### src/rtl/mux_scan_pkg.sv
// Shared constants and state encoding for the mux scan controller.
package mux_scan_pkg;

  localparam int N_CH  = 4;
  localparam int SEL_W = 2;

  typedef enum logic {
    S_IDLE = 1'b0,
    S_SCAN = 1'b1
  } scan_state_t;

endpackage

### src/rtl/dwell_timer.sv
// Per-channel dwell timer: counts 0..DWELL-1 while run is high and
// pulses tick on the last count, giving the mux path time to settle.
module dwell_timer #(
  parameter int DWELL = 1
) (
  input  logic clk,
  input  logic rst,
  input  logic run,
  output logic tick
);

  localparam int CNT_W = (DWELL > 1) ? $clog2(DWELL) : 1;
  localparam logic [CNT_W-1:0] LAST = CNT_W'(DWELL - 1);

  logic [CNT_W-1:0] r_cnt;
  logic             w_last;

  // Terminal count decode; only meaningful while scanning.
  always_comb begin
    w_last = (r_cnt == LAST);
    tick   = run & w_last;
  end

  // Counter is held at zero outside a scan so each scan starts fresh.
  always_ff @(posedge clk) begin
    if (rst || !run || w_last) begin
      r_cnt <= '0;
    end else begin
      r_cnt <= r_cnt + CNT_W'(1);
    end
  end

endmodule

### src/rtl/mux_scan_capture.sv
// Scan controller around mux_4to1: steps sel through the channels,
// samples mux_y once per channel and presents 4-bit frames on a
// single-entry valid/ready output with a sticky overrun flag.
module mux_scan_capture
  import mux_scan_pkg::*;
#(
  parameter int DWELL = 1
) (
  input  logic             clk,
  input  logic             rst,
  input  logic             start,
  input  logic             cont,
  output logic [SEL_W-1:0] sel,
  input  logic             mux_y,
  output logic [N_CH-1:0]  frame,
  output logic             frame_valid,
  input  logic             frame_ready,
  output logic             busy,
  output logic             overrun,
  input  logic             clr_overrun
);

  localparam logic [SEL_W-1:0] LAST_CH = SEL_W'(N_CH - 1);

  scan_state_t      r_state;
  logic [SEL_W-1:0] r_sel;
  logic [N_CH-1:0]  r_cap;
  logic [N_CH-1:0]  r_frame;
  logic             r_fv;
  logic             r_ovr;

  logic             w_run;
  logic             w_tick;
  logic [N_CH-1:0]  w_cap_next;

  assign w_run = (r_state == S_SCAN);

  dwell_timer #(.DWELL(DWELL)) u_dwell (
    .clk  (clk),
    .rst  (rst),
    .run  (w_run),
    .tick (w_tick)
  );

  // Capture register with the current sample merged in; on the last
  // channel this is the complete frame offered to the holding register.
  always_comb begin
    w_cap_next        = r_cap;
    w_cap_next[r_sel] = mux_y;
  end

  // Scan FSM, capture, holding register and overrun tracking.
  always_ff @(posedge clk) begin
    if (rst) begin
      r_state <= S_IDLE;
      r_sel   <= '0;
      r_cap   <= '0;
      r_frame <= '0;
      r_fv    <= 1'b0;
      r_ovr   <= 1'b0;
    end else begin
      // Clear first so a drop on the same edge overrides it.
      if (clr_overrun) begin
        r_ovr <= 1'b0;
      end
      if (r_fv && frame_ready) begin
        r_fv <= 1'b0;
      end

      case (r_state)
        S_IDLE: begin
          if (start) begin
            r_state <= S_SCAN;
            r_sel   <= '0;
          end
        end
        S_SCAN: begin
          if (w_tick) begin
            r_cap <= w_cap_next;
            r_sel <= r_sel + SEL_W'(1);
            if (r_sel == LAST_CH) begin
              if (!r_fv || frame_ready) begin
                r_frame <= w_cap_next;
                r_fv    <= 1'b1;
              end else begin
                r_ovr <= 1'b1;
              end
              if (!cont) begin
                r_state <= S_IDLE;
              end
            end
          end
        end
        default: begin
          r_state <= S_IDLE;
          r_sel   <= '0;
        end
      endcase
    end
  end

  assign sel         = r_sel;
  assign frame       = r_frame;
  assign frame_valid = r_fv;
  assign busy        = w_run;
  assign overrun     = r_ovr;

endmodule
### config.mk
export PLATFORM = sky130hd
export DESIGN_NAME = mux_scan_capture
export DESIGN_NICKNAME = d
export VERILOG_FILES = /design/src/rtl/mux_scan_pkg.sv /design/src/rtl/dwell_timer.sv /design/src/rtl/mux_scan_capture.sv
export SDC_FILE = /design/constraint.sdc
export NUM_CORES = 1
export LEC_CHECK = 0
export ABC_AREA = 1
export CORE_MARGIN = 1
export CORE_UTILIZATION = 31
export CTS_BUF_LIST = sky130_fd_sc_hd__clkbuf_8 sky130_fd_sc_hd__clkbuf_16
export DETAILED_ROUTE_END_ITERATION = 6
export GPL_ROUTABILITY_DRIVEN = 0
export SETUP_SLACK_MARGIN = 0.02
export SYNTH_ARGS = -nofsm -noshare
export SYNTH_HDL_FRONTEND = slang
export SYNTH_HIERARCHICAL = 1
export SYNTH_SLANG_ARGS = --single-unit
### constraint.sdc
create_clock -name clk -period 1.81 [get_ports clk]
set_clock_uncertainty 0.2 [all_clocks]
set_input_delay 0.362 -clock clk [delete_from_list [all_inputs] [get_ports clk]]
set_output_delay 0.362 -clock clk [all_outputs]
set_load 0.05 [all_outputs]
==> run_results.csv <==
group,metric,value,unit
worst_setup_path,cp_slowest_cell,"dfxtp_1",
finish,seqCellArea,280,µm²
detailed_routing,met2WireLength,474,µm
pwr,finalPower,626,µW
detailed_routing,wl_met1,568,µm
timing,rsz0062_at_grt,"false",
synthesis,yosys_register_bits,14,
timing,finalCritPeriodShare,84.3,%
worst_setup_path,slowest_delay,0.47,ns
global_route,grt_pass1_vias,450,
timing,setup_violations,0,
finish,n_fill_cell,185,
detailed_routing,first_pass_iters,2,
finish,drive_above_1_share,18.2,%
pwr,seqPwrFrac,51.0,%
pwr,p_leak,0.371,nW
pwr,comb_power_share,9.9,%
floorplan,io_pins,16,
worst_setup_path,crit_path_end,"frame[1]",
worst_setup_path,crit_fanout,8,
clocking,ctsHoldBuffers,0,
detailed_routing,drtAntennaViolNets,0,
worst_setup_path,critPathLaunchType,"flop",
timing,final-max-slew-violation-count,0,
worst_setup_path,cp.arrival,1.46,ns
floorplan,rows,15,
floorplan,die_h,46.5,µm
clocking,cts.clk_slew.worst_paths,0.06,ns
global_route,grt.total_usage,12.5,%
placement,port_buffers,15,
clocking,clock-root-buffer,"clkbuf_8",
worst_setup_path,cp-end-kind,"flop",
timing,fin_setup_tns,0,ns
synthesis,avgSynthCellArea,7.57,µm²
worst_setup_path,cp.buffers_inverters,0,
synthesis,synth_seq_area_share,45.7,%
pwr,ir_drop,0.674,mV
worst_setup_path,critical_path_depth,6,
clocking,cts-resized-gates,0,
detailed_routing,drc,0,
clocking,cts_htree_levels,1,
pwr,powerDensity,734,nW/µm²
detailed_routing,wl_per_cell,8.91,µm
hold_path,hold_class,"flop to flop",
outcome,outcome,"complete, no violations",
floorplan,start_util,34.4,%
worst_setup_path,r2r_start,"sel[0]",
synthesis,synthCells,81,
clocking,clk_latency,0.24,ns
timing,fin_hold_ws,0.281,ns
worst_setup_path,r2r_setup_slack,0.28,ns
worst_setup_path,worstPathCellList,"ha_1 -> nand3_2 -> nor2_4 -> nand2_1 -> nand2_1 -> nor2_1",
placement,place_area,812,µm²
worst_setup_path,cpLargestDelayFamily,"simple AND/OR/NAND/NOR gates",
finish,n_antenna_cell,0,
synthesis,syn_area,613,µm²
timing,final-hold-violation-count,0,
worst_setup_path,critPathKind,"flop to flop",
finish,multi_input_area,290,µm²
floorplan,fp.dieArea,2160,µm²
worst_setup_path,crit_required,1.74,ns
clocking,cts_buffer_depth,2,
synthesis,syn-num-nets,92,
detailed_routing,via_count,513,
job,maxCapViolCount,0,
global_route,grt_pass1_wl,1.84,mm
global_route,antenna_found_initial,0,
global_route,grt_start_max_net_pins,12,
pwr,p_int,492,µW
synthesis,ys_types,15,
floorplan,coreArea,1780,µm²
clocking,post_cts_buffers,0,
worst_setup_path,r2r-end,"frame[1]",
clocking,cts_tree,"built",
pwr,p_sw_share,21.4,%
detailed_routing,drt_wl_total,1.11,mm
finish,areaGrowthSynthToFinish,39.2,%
floorplan,die_x,46.5,µm
timing,fmax,0.655,GHz
synthesis,synth_warnings,6,
detailed_routing,dr.first_iter.drc_count,5,
detailed_routing,highest_layer,"met4",
detailed_routing,wl_met3,47,µm
timing,min_period,1.53,ns
global_route,grt-ovfl-total,0,
pwr,pwr-share-clk,39.0,%
detailed_routing,vias_per_cell,4.14,
worst_setup_path,cp_common_cell,"nand2_1",
placement,dp_hpwl,828,µm
finish,final_nets,112,
worst_setup_path,crit_start,"sel[0]",
clocking,cts_made_buffers,3,
worst_setup_path,rr_worst_depth,6,
clocking,numClockSinks,14,
finish,final_core_util,47.9,%
finish,final_cell_area,853,µm²
pwr,p_switching,134,µW
worst min-delay path by stage:
stage	startpoint	end	slack [ns]	cells past startpoint
5_1_grt	frame[3]	frame[3]	0.31	2
3_3_place_gp	frame[3]	frame[3]	0.26	2
3_5_place_dp	frame[3]	frame[3]	0.27	2
6_report	frame[2]	frame[2]	0.28	2
2_1_floorplan	rst	sel[1]	0.23	1
4_1_cts	frame[3]	frame[3]	0.28	2
metrics by stage:
stage,cells,setup WS (ns)
floorplan,81,0.111
global placement,121,0.241
detailed placement,121,0.173
CTS,124,0.278
global route,124,0.142
finish,124,0.284
worst register-to-register path: stages (launching register included):
cell and delay, ns:
dfxtp_1 0.47, ha_1 0.25, nand3_2 0.13, nor2_4 0.19, nand2_1 0.07, nand2_1 0.07, nor2_1 0.04
power groups by stage:
stage / Clock [mW] / Combinational, mW / Sequential, mW
3_3_place_gp: 0 / 0.0618 / 0.326
4_1_cts: 0.249 / 0.0630 / 0.320
2_1_floorplan: 0 / 0.0219 / 0.335
3_5_place_dp: 0 / 0.0629 / 0.326
5_1_grt: 0.267 / 0.0696 / 0.320
6_report: 0.244 / 0.0623 / 0.320
kinds of logic (layout without fill, tap and decap cells):
logic type | Yosys count | after routing | synth area share [%]
adders and majority gates | 4 | 4 | 8.16
and+or+nand+nor | 33 | 33 | 23.5
DFF | 14 | 14 | 45.7
buffers and inverters | 11 | 29 | 6.94
other | 1 | 1 | 0.612
AOI/OAI and AO/OA | 18 | 18 | 15.1
sequential cells by signal (all words and copies together), names as in the netlist:
signal,flops
overrun,1
r_cap,4
busy,1
sel,2
frame,4
frame_valid,1
u_dwell/r_cnt,1
metal layers:
layer / up-vias / global-route usage [%]
met1: 211 / 15.7
met2: 9 / 18.9
li1: 291 / -
met3: 2 / 5.88
met5: - / 0
met4: 0 / 3.53
synthesized netlist by cell type, drive strengths merged:
| library cell | count | area, µm² |
|---|---|---|
| nor2 | 16 | 72.6 |
| nand2 | 15 | 56.3 |
| dfxtp | 14 | 280 |
| inv | 10 | 37.5 |
| o21ai | 10 | 50.1 |
| a21oi | 7 | 35.0 |
| ha | 4 | 50.1 |
| nand3 | 2 | 15.0 |
| buf | 1 | 5.00 |
| conb | 1 | 3.75 |
| o21a | 1 | 7.51 |
cell type report:
class / count / share of cell area, %
clock buffer: 3 / 4.84
tap: 25 / 3.67
multi-input combinational: 56 / 34.0
timing repair buffer: 16 / 20.2
sequential: 14 / 32.8
inverter: 10 / 4.40
layout by cell type (no fill, tap or decap), types with 2 or more instances in the layout:
| cell | Yosys | layout |
|---|---|---|
| ha_1 | 4 | 4 |
| nor2_2 | 2 | 2 |
| inv_1 | 9 | 9 |
| o21ai_0 | 10 | 10 |
| nor2_1 | 13 | 13 |
| dfxtp_1 | 14 | 14 |
| buf_4 | 0 | 7 |
| a21oi_1 | 7 | 7 |
| clkbuf_8 | 0 | 3 |
| nand2_1 | 15 | 15 |
| buf_12 | 0 | 3 |
| clkdlybuf4s50_1 | 0 | 6 |
No activity file was read; power rests on OpenSTA's default activity.
